===== config.mk =====
export PLATFORM = sky130hd
export DESIGN_NAME = gbcam_sensor_seq
export DESIGN_NICKNAME = d
export VERILOG_FILES = /design/src/rtl/gbcam_sensor_seq.sv
export SDC_FILE = /design/constraint.sdc
export NUM_CORES = 1
export LEC_CHECK = 0
export CAP_MARGIN = 15
export CORE_MARGIN = 2
export CORE_UTILIZATION = 40
export CTS_BUF_LIST = sky130_fd_sc_hd__clkbuf_16
export DETAILED_ROUTE_END_ITERATION = 6
export SLEW_MARGIN = 20
export SYNTH_ARGS = -nofsm -noshare
export SYNTH_HDL_FRONTEND = slang
export SYNTH_SLANG_ARGS = --single-unit
export TNS_END_PERCENT = 50

===== constraint.sdc =====
create_clock -name sys_clock -period 5.6 [get_ports sys_clock]
set_input_delay 0.84 -clock sys_clock [delete_from_list [all_inputs] [get_ports sys_clock]]
set_output_delay 0.84 -clock sys_clock [all_outputs]
set_load 0.01 [all_outputs]

===== src/rtl/gbcam_sensor_seq.sv =====
// Capture sequencer for an M64282FP-class image sensor: XCK generation, sensor reset,
// serial register programming, exposure timing and per-pixel readout strobes.
module gbcam_sensor_seq #(
    parameter int unsigned XCK_DIV = 4,
    parameter int unsigned PIXELS  = 16384
) (
    input  logic        sys_clock,
    input  logic        reset,
    input  logic        cap_req,
    input  logic        cap_abort,
    input  logic [63:0] cfg_regs,
    input  logic [15:0] cfg_exposure,
    output logic        cap_busy,
    output logic        cap_done,
    output logic        sens_xck,
    output logic        sens_reset,
    output logic        sens_load,
    output logic        sens_sin,
    output logic        sens_start,
    output logic        sens_read,
    output logic        pix_valid,
    output logic [13:0] pix_index
);
    typedef enum logic [2:0] {
        StIdle, StRst, StProg, StStart, StExpo, StRead, StDone
    } state_e;

    state_e      state;
    logic [7:0]  div_cnt;
    logic [63:0] regs_q;
    logic [15:0] expo_q;
    logic [15:0] expo_cnt;
    logic        rst_phase;
    logic        prog_end;
    logic [2:0]  word_idx;
    logic [3:0]  bit_idx;
    logic [14:0] pix_cnt;
    logic        wrap;
    logic        fall;
    logic        rise;
    logic        emit;
    logic [10:0] prog_word;

    assign wrap      = cap_busy && (div_cnt == 8'(XCK_DIV - 1));
    assign fall      = wrap && sens_xck;
    assign rise      = wrap && !sens_xck;
    assign prog_word = {word_idx, regs_q[{word_idx, 3'b000} +: 8]};
    // The first serial bit leaves on the same fall that releases sensor reset.
    assign emit      = fall && ((state == StRst && rst_phase) || (state == StProg && !prog_end));

    always_ff @(posedge sys_clock) begin
        if (reset || (cap_abort && state != StIdle)) begin
            state      <= StIdle;
            cap_busy   <= 1'b0;
            cap_done   <= 1'b0;
            sens_xck   <= 1'b0;
            sens_reset <= 1'b1;
            sens_load  <= 1'b0;
            sens_sin   <= 1'b0;
            sens_start <= 1'b0;
            sens_read  <= 1'b0;
            pix_valid  <= 1'b0;
            pix_index  <= 14'd0;
            div_cnt    <= 8'd0;
            regs_q     <= 64'd0;
            expo_q     <= 16'd0;
            expo_cnt   <= 16'd0;
            rst_phase  <= 1'b0;
            prog_end   <= 1'b0;
            word_idx   <= 3'd0;
            bit_idx    <= 4'd10;
            pix_cnt    <= 15'd0;
        end else begin
            cap_done  <= 1'b0;
            pix_valid <= 1'b0;
            if (cap_busy) begin
                div_cnt <= wrap ? 8'd0 : div_cnt + 8'd1;
                if (wrap) begin
                    sens_xck <= ~sens_xck;
                end
            end
            if (emit) begin
                sens_sin  <= prog_word[bit_idx];
                sens_load <= (bit_idx == 4'd0);
                if (bit_idx == 4'd0) begin
                    bit_idx  <= 4'd10;
                    word_idx <= word_idx + 3'd1;
                    prog_end <= (word_idx == 3'd7);
                end else begin
                    bit_idx <= bit_idx - 4'd1;
                end
            end
            unique case (state)
                StIdle: begin
                    if (cap_req && !cap_abort) begin
                        regs_q    <= cfg_regs;
                        expo_q    <= cfg_exposure;
                        cap_busy  <= 1'b1;
                        div_cnt   <= 8'd0;
                        sens_xck  <= 1'b0;
                        pix_index <= 14'd0;
                        pix_cnt   <= 15'd0;
                        rst_phase <= 1'b0;
                        prog_end  <= 1'b0;
                        word_idx  <= 3'd0;
                        bit_idx   <= 4'd10;
                        state     <= StRst;
                    end
                end
                StRst: begin
                    if (fall) begin
                        if (!rst_phase) begin
                            sens_reset <= 1'b0;
                            rst_phase  <= 1'b1;
                        end else begin
                            sens_reset <= 1'b1;
                            state      <= StProg;
                        end
                    end
                end
                StProg: begin
                    if (fall && prog_end) begin
                        sens_sin   <= 1'b0;
                        sens_load  <= 1'b0;
                        sens_start <= 1'b1;
                        state      <= StStart;
                    end
                end
                StStart: begin
                    if (fall) begin
                        sens_start <= 1'b0;
                        if (expo_q == 16'd0) begin
                            sens_read <= 1'b1;
                            state     <= StRead;
                        end else begin
                            expo_cnt <= expo_q;
                            state    <= StExpo;
                        end
                    end
                end
                StExpo: begin
                    if (fall) begin
                        expo_cnt <= expo_cnt - 16'd1;
                        if (expo_cnt == 16'd1) begin
                            sens_read <= 1'b1;
                            state     <= StRead;
                        end
                    end
                end
                StRead: begin
                    if (rise) begin
                        pix_valid <= 1'b1;
                        pix_index <= pix_cnt[13:0];
                        pix_cnt   <= pix_cnt + 15'd1;
                    end else if (fall && pix_cnt == 15'(PIXELS)) begin
                        sens_read <= 1'b0;
                        state     <= StDone;
                    end
                end
                StDone: begin
                    cap_done <= 1'b1;
                    cap_busy <= 1'b0;
                    sens_xck <= 1'b0;
                    div_cnt  <= 8'd0;
                    state    <= StIdle;
                end
                default: state <= StIdle;
            endcase
        end
    end
endmodule


After elaboration in Yosys (flattened, before gate mapping). Index checks and enable logic that the tools add are counted. W data, S select, Z words.

$add $sub $neg: 5. Magnitude comparators: 1. Equality and inequality tests: 22. Shift operators: 1. Muxes and demuxes: 67. Bitwise gates (word level): 2. Reductions and logical operators: 35.

Operators by type and width (count): $shiftx A64 B7 Y8 (1); $mux W16 (3); $mux W3 (13); $pmux W16 S2 (1); $mux W15 (2); $pmux W15 S2 (1); $mux W1 (29); $mux W14 (2); $pmux W14 S2 (1); $mux W8 (3); $ne A2 B2 Y1 const B (11); $pmux W3 S6 (1); $eq A16 B1 Y1 const B (1); $logic_not A16 Y1 (1); $mux W4 (4); $pmux W8 S2 (1); $sub A16 B1 Y16 const B (1); $add A15 B1 Y15 const B (1); $eq A15 B15 Y1 const B (1); $eq A3 B3 Y1 const B (4); $logic_and A1 B1 Y1 (10); $reduce_bool A2 Y1 (5); $reduce_and A3 Y1 (3); $reduce_and A9 Y1 (1); other kinds (21) (32).

Register bits after elaboration: 154. Input bits: 84. Output and inout bits: 23. Logic and storage cells: 153.

Logic depth before layout (Yosys ltp). Gate-level depths: netlist (run 1).

Word-level depth: 7. Depth in mapped cells: 10. Gate-level depth less buffers: 9.

Worst setup path before layout (run 1). Ideal clock, no wire load.

Path type: reg-to-reg. Start point: register div_cnt[6]. End point: register word_idx[2]. Arrival: 2.734 ns. Setup slack: 2.749 ns. Cell stages (with the launch flop): 9. Buffers on the path: 0. Cells stage by stage: dfxtp_1 > or4_1 > nor4_1 > ha_1 > nor2b_1 > o21ai_2 > nor4_2 > mux2i_1 > nor2_1.

Word-level cells in the longest chain between the ends: 7.

Ends and longest elaborated chain: start, declared (line 29) `logic [7:0] div_cnt;`; start signal, assigned (line 77) `div_cnt <= wrap ? 8'd0 : div_cnt + 8'd1;`; $eq A8 B2 Y1 * (line 44) `assign wrap = cap_busy && (div_cnt == 8'(XCK_DIV - 1));`; $logic_and A1 B1 Y1 * (line 44); $logic_and A1 B1 Y1 * (line 45) `assign fall = wrap && sens_xck;`; $logic_and A1 B1 Y1 * (line 49) `assign emit = fall && ((state == StRst && rst_phase) || (state == StProg && !prog_end));`; $mux W3 * (line 82) `if (emit) begin`; $mux W3 (line 95) `if (cap_req && !cap_abort) begin`; $mux W3 * (line 93) `unique case (state)`; end signal, assigned (line 87) `word_idx <= word_idx + 3'd1;`; end, declared (line 35) `logic [2:0] word_idx;`.

Mark *: on every way between the ends. The rest lies on a longest branch, timed or not. A chain may end at the register's enable or synchronous reset.

Final worst setup path (run 1). Ends and elaborated chain as after synthesis.

==> flow_summary_export.csv, run 1 <==
group,metric,value,unit
outcome,status,"finished with violations",
outcome,violations,"DRC",
detailed_routing,vias_per_cell,5.30,
die,die_area,18700,um2
pwr,powerDensity,288,nW/um2
worst_setup_path,cp.required,5.91,ns
synthesis,synth_edf_count,0,
pwr,sw_frac_of_total,23.9,%
detailed_routing,num_vias,6195,
sta,max_slew.worst_pin.slew,1.04,ns
sta,relSlewSlack,30.3,%
place,placed_cells,1137,
place,dpl_cell_area,8200,um2
die,die_w,137,um
sta,finalSetupViolCount,0,
detailed_routing,wl_per_cell,15.0,um
detailed_routing,drc,6,
clocking,postCtsHoldBufs,0,
synthesis,synth-async-reset-ratio,0,%
sta,period_minus_slack,3.85,ns
worst_setup_path,reg2regPathDepth,8,
clocking,cts_tree,"built",
layout,n_antenna_cell,0,
clocking,cts.repair.resized,0,
place,port_buffers,106,
worst_setup_path,worstPathMaxFanout,22,
die,initial_core_util,40.8,%
layout,fill_cells,1670,
sta,skew,0.0138,ns
detailed_routing,dr.pass1.iters,7,
synthesis,synth-warning-count,0,
clocking,postCtsSetupRepairBufs,0,
synthesis,yosys_most_used_dff,"dfxtp_1",
synthesis,synth_fp_nets,955,
pwr,power_switching,605,uW
pwr,clkPwrFrac,45.8,%
detailed_routing,dr.first_iter.drc_count,444,
layout,syn2layout_area_growth,24.7,%
min_path,min_path_type,"flip-flop to flip-flop",
clocking,path_clk_slew,0.06,ns
job,maxCapViolations,0,
layout,drive_above_1_share,6.68,%
global_route,overflow,0,
synthesis,synth_cell_types,62,
synthesis,syn_inst,861,
sta,hold_viol_final,0,
place,dpl.hpwl,11400,um
global_route,antenna_found_initial,0,
clocking,cts_max_path_buffers,2,
synthesis,avgSynthCellArea,8.18,um2
pwr,p_int,1920,uW
detailed_routing,drt-total-wl,17600,um
min_path,worstHoldStart,"regs_q[7]",
synthesis,seq_area_frac_synth,43.8,%
worst_setup_path,reg2reg_from,"div_cnt[6]",
global_route,grt_pass1_vias,5702,
die,rows,48,
pwr,p_total,2530,uW
layout,final_common_cell,"nand2_1",
min_path,hold_depth,2,
layout,multi_input_area,3670,um2
layout,layout.cells.non_filler,1168,
layout,mostFrequentLayoutCells,"nand2_1 (195), dfxtp_1 (154), a21oi_1 (112)",
global_route,grt_usage,19.3,%
clocking,htree_levels,4,
worst_setup_path,arrival,4.16,ns
pwr,p_seq_share,45.8,%
sta,period_share,68.7,%
detailed_routing,drtAntennaViolNets,0,
worst_setup_path,critPathCaptureType,"flip-flop",
clocking,cts_root_buffer,"clkbuf_16",
clocking,clock_sinks,154,
place,place.gp.congestion,0.798,
global_route,grt_max_degree,86,
worst_setup_path,critPathLaunch,"div_cnt[6]",
layout,final_nets,1025,
worst_setup_path,start_kind,"flip-flop",
synthesis,ys_ff_latch,154,
worst_setup_path,worstSetupPathType,"flip-flop to flip-flop",
pwr,power_frac_comb,8.4,%
pwr,p_leak,0.00296,uW
sta,fmax,260,MHz
sta,tns,0,ns
die,die_h,137,um
die,io_pins,107,
sta,drv_slew,0,
synthesis,synth_area,7040,um2
clocking,cts_buffers,17,
global_route,grt_first_pass_wirelength,28400,um
pwr,ir_worst_vdd,0.225,mV
clocking,clock_latency,0.44,ns
layout,fin_area,8780,um2
layout,regArea,3080,um2
die,core_area,17200,um2
sta,rsz0062_at_grt,"no",
kinds of logic after synthesis:
group	Yosys count	synth area share, %
mux	32	6.72
flops	154	43.8
buf+inv	76	4.28
compound gates	204	17.2
simple gates	372	24.6
xor+xnor	13	1.62
fa+ha+maj	10	1.78
metrics by stage:
| step | utilization, % | worst slack, ns | hold WS, ns |
|---|---|---|---|
| 2_1_floorplan | - | 2.75 | 0.432 |
| 3_3_place_gp | 47.5 | 1.85 | 0.441 |
| 3_5_place_dp | 47.5 | 1.75 | 0.446 |
| 4_1_cts | 50.9 | 1.73 | 0.454 |
| 5_1_grt | 50.9 | 1.39 | 0.469 |
| 6_report | 50.9 | 1.75 | 0.453 |
power by group through the flow:
| stage | combinational, uW | sequential (uW) | clock [uW] |
|---|---|---|---|
| after floorplan | 127 | 1170 | 0 |
| after global placement | 215 | 1180 | 0 |
| after detailed placement | 215 | 1180 | 0 |
| after CTS | 216 | 1160 | 1180 |
| after global routing | 236 | 1160 | 1220 |
| final | 213 | 1160 | 1160 |
worst max-delay path, cell delays in order, from the launching register on:
cell,delay (ns)
dfxtp_1,0.32
or4_1,0.51
nor4_1,0.53
ha_1,0.83
nor2b_1,0.40
o21ai_2,0.21
nor4_2,0.61
mux2i_1,0.26
nor2_1,0.06
per-layer routing:
layer | routed length (um) | vias up | global-route usage (%)
met5 | 0 | - | 0
met4 | 188 | 0 | 6.42
met3 | 756 | 16 | 4.52
met2 | 8280 | 139 | 30.7
met1 | 8350 | 2877 | 25.9
li1 | - | 3163 | -
cells in the mapped netlist (all sizes together), types with 6 or more instances:
master,number,area share [%]
nand2,196,10
dfxtp,154,44
a21oi,113,8.1
nor2,61,3.3
clkbuf,50,2.7
nand3,30,2.1
o21ai,23,1.8
mux2i,18,2.6
a22oi,17,1.8
inv,15,0.80
o31ai,15,1.6
nand4,13,1.4
a31oi,12,1.1
mux4,12,3.8
nor4,12,1.2
buf,11,0.82
ha,10,1.8
or3,10,0.89
xor2,9,1.1
nor2b,8,0.71
and3,6,0.53
nand3b,6,0.64
worst paths after layout:
check / end / slack, ns
max: word_idx[2] / 1.75
min: regs_q[7] / 0.45
max reg2reg: word_idx[2] / 1.75
min reg2reg: regs_q[7] / 0.45
final cells by class:
type / count / share of cell area [%]
Tap cell: 225 / 3.21
Inverter: 15 / 0.641
Sequential cell: 154 / 35.1
Multi-Input combinational cell: 631 / 41.8
Timing Repair Buffer: 112 / 12.6
Clock buffer: 17 / 4.85
Clock inverter: 14 / 1.80
sequential cells by signal, indices dropped and copies added, names as in the netlist, 3 cells and up:
register / flops
word_idx: 3
pix_cnt: 15
div_cnt: 8
expo_q: 16
state: 3
regs_q: 64
expo_cnt: 16
bit_idx: 4
pix_index: 14
(Power assumes the default switching activity.)
==> run 2: changes to the inputs <==
==> constraint.sdc (replaced) <==
create_clock -name sys_clock -period 3.7 [get_ports sys_clock]
set_input_delay 0.555 -clock sys_clock [delete_from_list [all_inputs] [get_ports sys_clock]]
set_output_delay 0.555 -clock sys_clock [all_outputs]
set_load 0.01 [all_outputs]
==> run 2 against run 1 <==
Against the previous run:
- the run now ends clean
- die area stayed put
- routed wire length is 0.57% lower
- count of clock-buffer cells in the layout stayed put
- via count is 0.32% lower
- total power is 48% higher
- clock skew is 0.0039 ns lower
- critical endpoint is now sens_sin
- largest power group unchanged
==> flow_summary_export.csv, run 2 (synthesis gave the netlist of run 1 again) <==
group,metric,value,unit
outcome,status,"finished, final reports clean",
die,initial_core_util,40.8,%
min_path,min_path_type,"flip-flop to flip-flop",
worst_setup_path,path_cells,"or4_1 > nor4_1 > ha_1 > nor2b_1 > o21ai_2 > a2111oi_0 > nand3_1 > o211ai_1",
die,die_w,137,um
place,dpl.hpwl,11600,um
global_route,grt_usage,19.2,%
clocking,cts.repair.resized,0,
clocking,cts_tree,"built",
global_route,antenna_found_initial,0,
layout,drive_above_1_share,7.49,%
die,die_h,137,um
layout,reg_top3,"regs_q: 64 flops, expo_cnt: 16 flops, expo_q: 16 flops",
clocking,postCtsSetupRepairBufs,0,
die,rows,48,
pwr,ir_worst_vdd,0.300,mV
layout,top_register,"regs_q",
sta,skew,0.00986,ns
global_route,grt_first_pass_wirelength,28400,um
detailed_routing,drc,0,
die,die_area,18700,um2
sta,tns,0,ns
sta,relSlewSlack,45.3,%
sta,hold_viol_final,0,
layout,syn2layout_area_growth,25.2,%
place,place.gp.congestion,0.798,
global_route,met3_usage,3.93,%
job,maxCapViolations,0,
layout,mostFrequentLayoutCells,"nand2_1 (195), dfxtp_1 (154), a21oi_1 (112)",
clocking,postCtsHoldBufs,0,
sta,period_share,90.2,%
clocking,cts_buffers,17,
layout,fill_cells,1661,
sta,drv_slew,0,
worst_setup_path,start_kind,"flip-flop",
worst_setup_path,worstPathMaxFanout,10,
place,place_ws,0.369,ns
clocking,cts_max_path_buffers,2,
place,port_buffers,106,
worst_setup_path,cp.required,4.05,ns
detailed_routing,drt-total-wl,17500,um
detailed_routing,wl_per_cell,14.9,um
layout,n_antenna_cell,0,
detailed_routing,dr.first_iter.drc_count,344,
detailed_routing,dr.pass1.iters,4,
global_route,grt_pass1_vias,5754,
clocking,clock_latency,0.43,ns
die,io_pins,107,
worst_setup_path,critPathMaxStageDelay,0.61,ns
detailed_routing,num_vias,6175,
clocking,clock_sinks,154,
global_route,gr-usage-met1,25.8,%
clocking,cts_root_buffer,"clkbuf_16",
layout,final_common_cell,"nand2_1",
layout,largest_reg_flops,64,
sta,rsz0062_at_grt,"no",
global_route,grt_busiest_layer,"met2",
detailed_routing,vias_per_cell,5.26,
global_route,overflow,0,
pwr,powerDensity,425,nW/um2
sta,finalSetupViolCount,0,
worst_setup_path,critPathCaptureType,"flip-flop",
detailed_routing,drtAntennaViolNets,0,
sta,period_minus_slack,3.34,ns
sta,fmax,300,MHz
pwr,p_leak,0.00299,uW
global_route,grt_max_degree,82,
sta,fin_ws,0.364,ns
clocking,path_clk_slew,0.06,ns
die,core_area,17200,um2
worst_setup_path,slowest_stage,"a2111oi_0",
worst_setup_path,worstSetupPathType,"flip-flop to flip-flop",
sta,max_slew.worst_pin.slew,0.819,ns
global_route,use_met2,30.8,%
clocking,htree_levels,4,
layout,final_nets,1032,
worst_setup_path,arrival,3.69,ns
## run 2: worst max-delay path: cells and delay by family, from the launching register on
kind	cells	cell delay, ns
AND/OR/NAND/NOR	4	1.60
AO/OA/AOI/OAI	3	1.01
flip-flops	1	0.33
adder cells (fa/ha/maj)	1	0.33
## run 2: path summary, 6_finish.rpt
path	from	slack, ns	end	cells past startpoint
hold reg to reg	regs_q[42]	0.45	regs_q[42]	2
hold / removal	regs_q[42]	0.45	regs_q[42]	2
setup / recovery	div_cnt[6]	0.36	sens_sin	8
setup reg to reg	div_cnt[6]	0.36	sens_sin	8
## run 2: power by group
part	switching (uW)	internal, uW
clock	689	980
sequential	36.4	1710
combinational	177	157
## run 2: per-stage QoR
stage	cells	instance area, um2	hold slack, ns	util, %	power (uW)
detailed placement	1144	8260	0.443	47.9	2120
floorplan	861	7040	0.432	-	1960
finish	1173	8810	0.452	51.1	3750
CTS	1173	8810	0.453	51.1	3790
global placement	1144	8260	0.440	47.9	2120
global route	1173	8810	0.468	51.1	3890
## run 2: cell type report
type / count / area (um2) / share of cell area, %
Timing Repair Buffer: 119 / 1170 / 13.3
Tap cell: 225 / 282 / 3.19
Clock buffer: 17 / 425 / 4.83
Clock inverter: 12 / 129 / 1.46
Inverter: 15 / 56.3 / 0.639
Multi-Input combinational cell: 631 / 3670 / 41.6
Sequential cell: 154 / 3080 / 35.0
## run 2: routing by layer
metal  routed length [um]  up-vias
met2                 8130      121
met1                 8420     2869
met3                  662       16
li1                     -     3169
met5                    0        -
met4                  248        0
==> run 3: changes to the inputs <==
--- a/config.mk
+++ b/config.mk
@@ -9,6 +9,7 @@
 export CORE_MARGIN = 2
 export CORE_UTILIZATION = 40
 export CTS_BUF_LIST = sky130_fd_sc_hd__clkbuf_16
+export CTS_CLUSTER_SIZE = 28
 export DETAILED_ROUTE_END_ITERATION = 6
 export SLEW_MARGIN = 20
 export SYNTH_ARGS = -nofsm -noshare
==> results of run 3 <==
Final layout, timing and power as in run 2 (identical DEF).
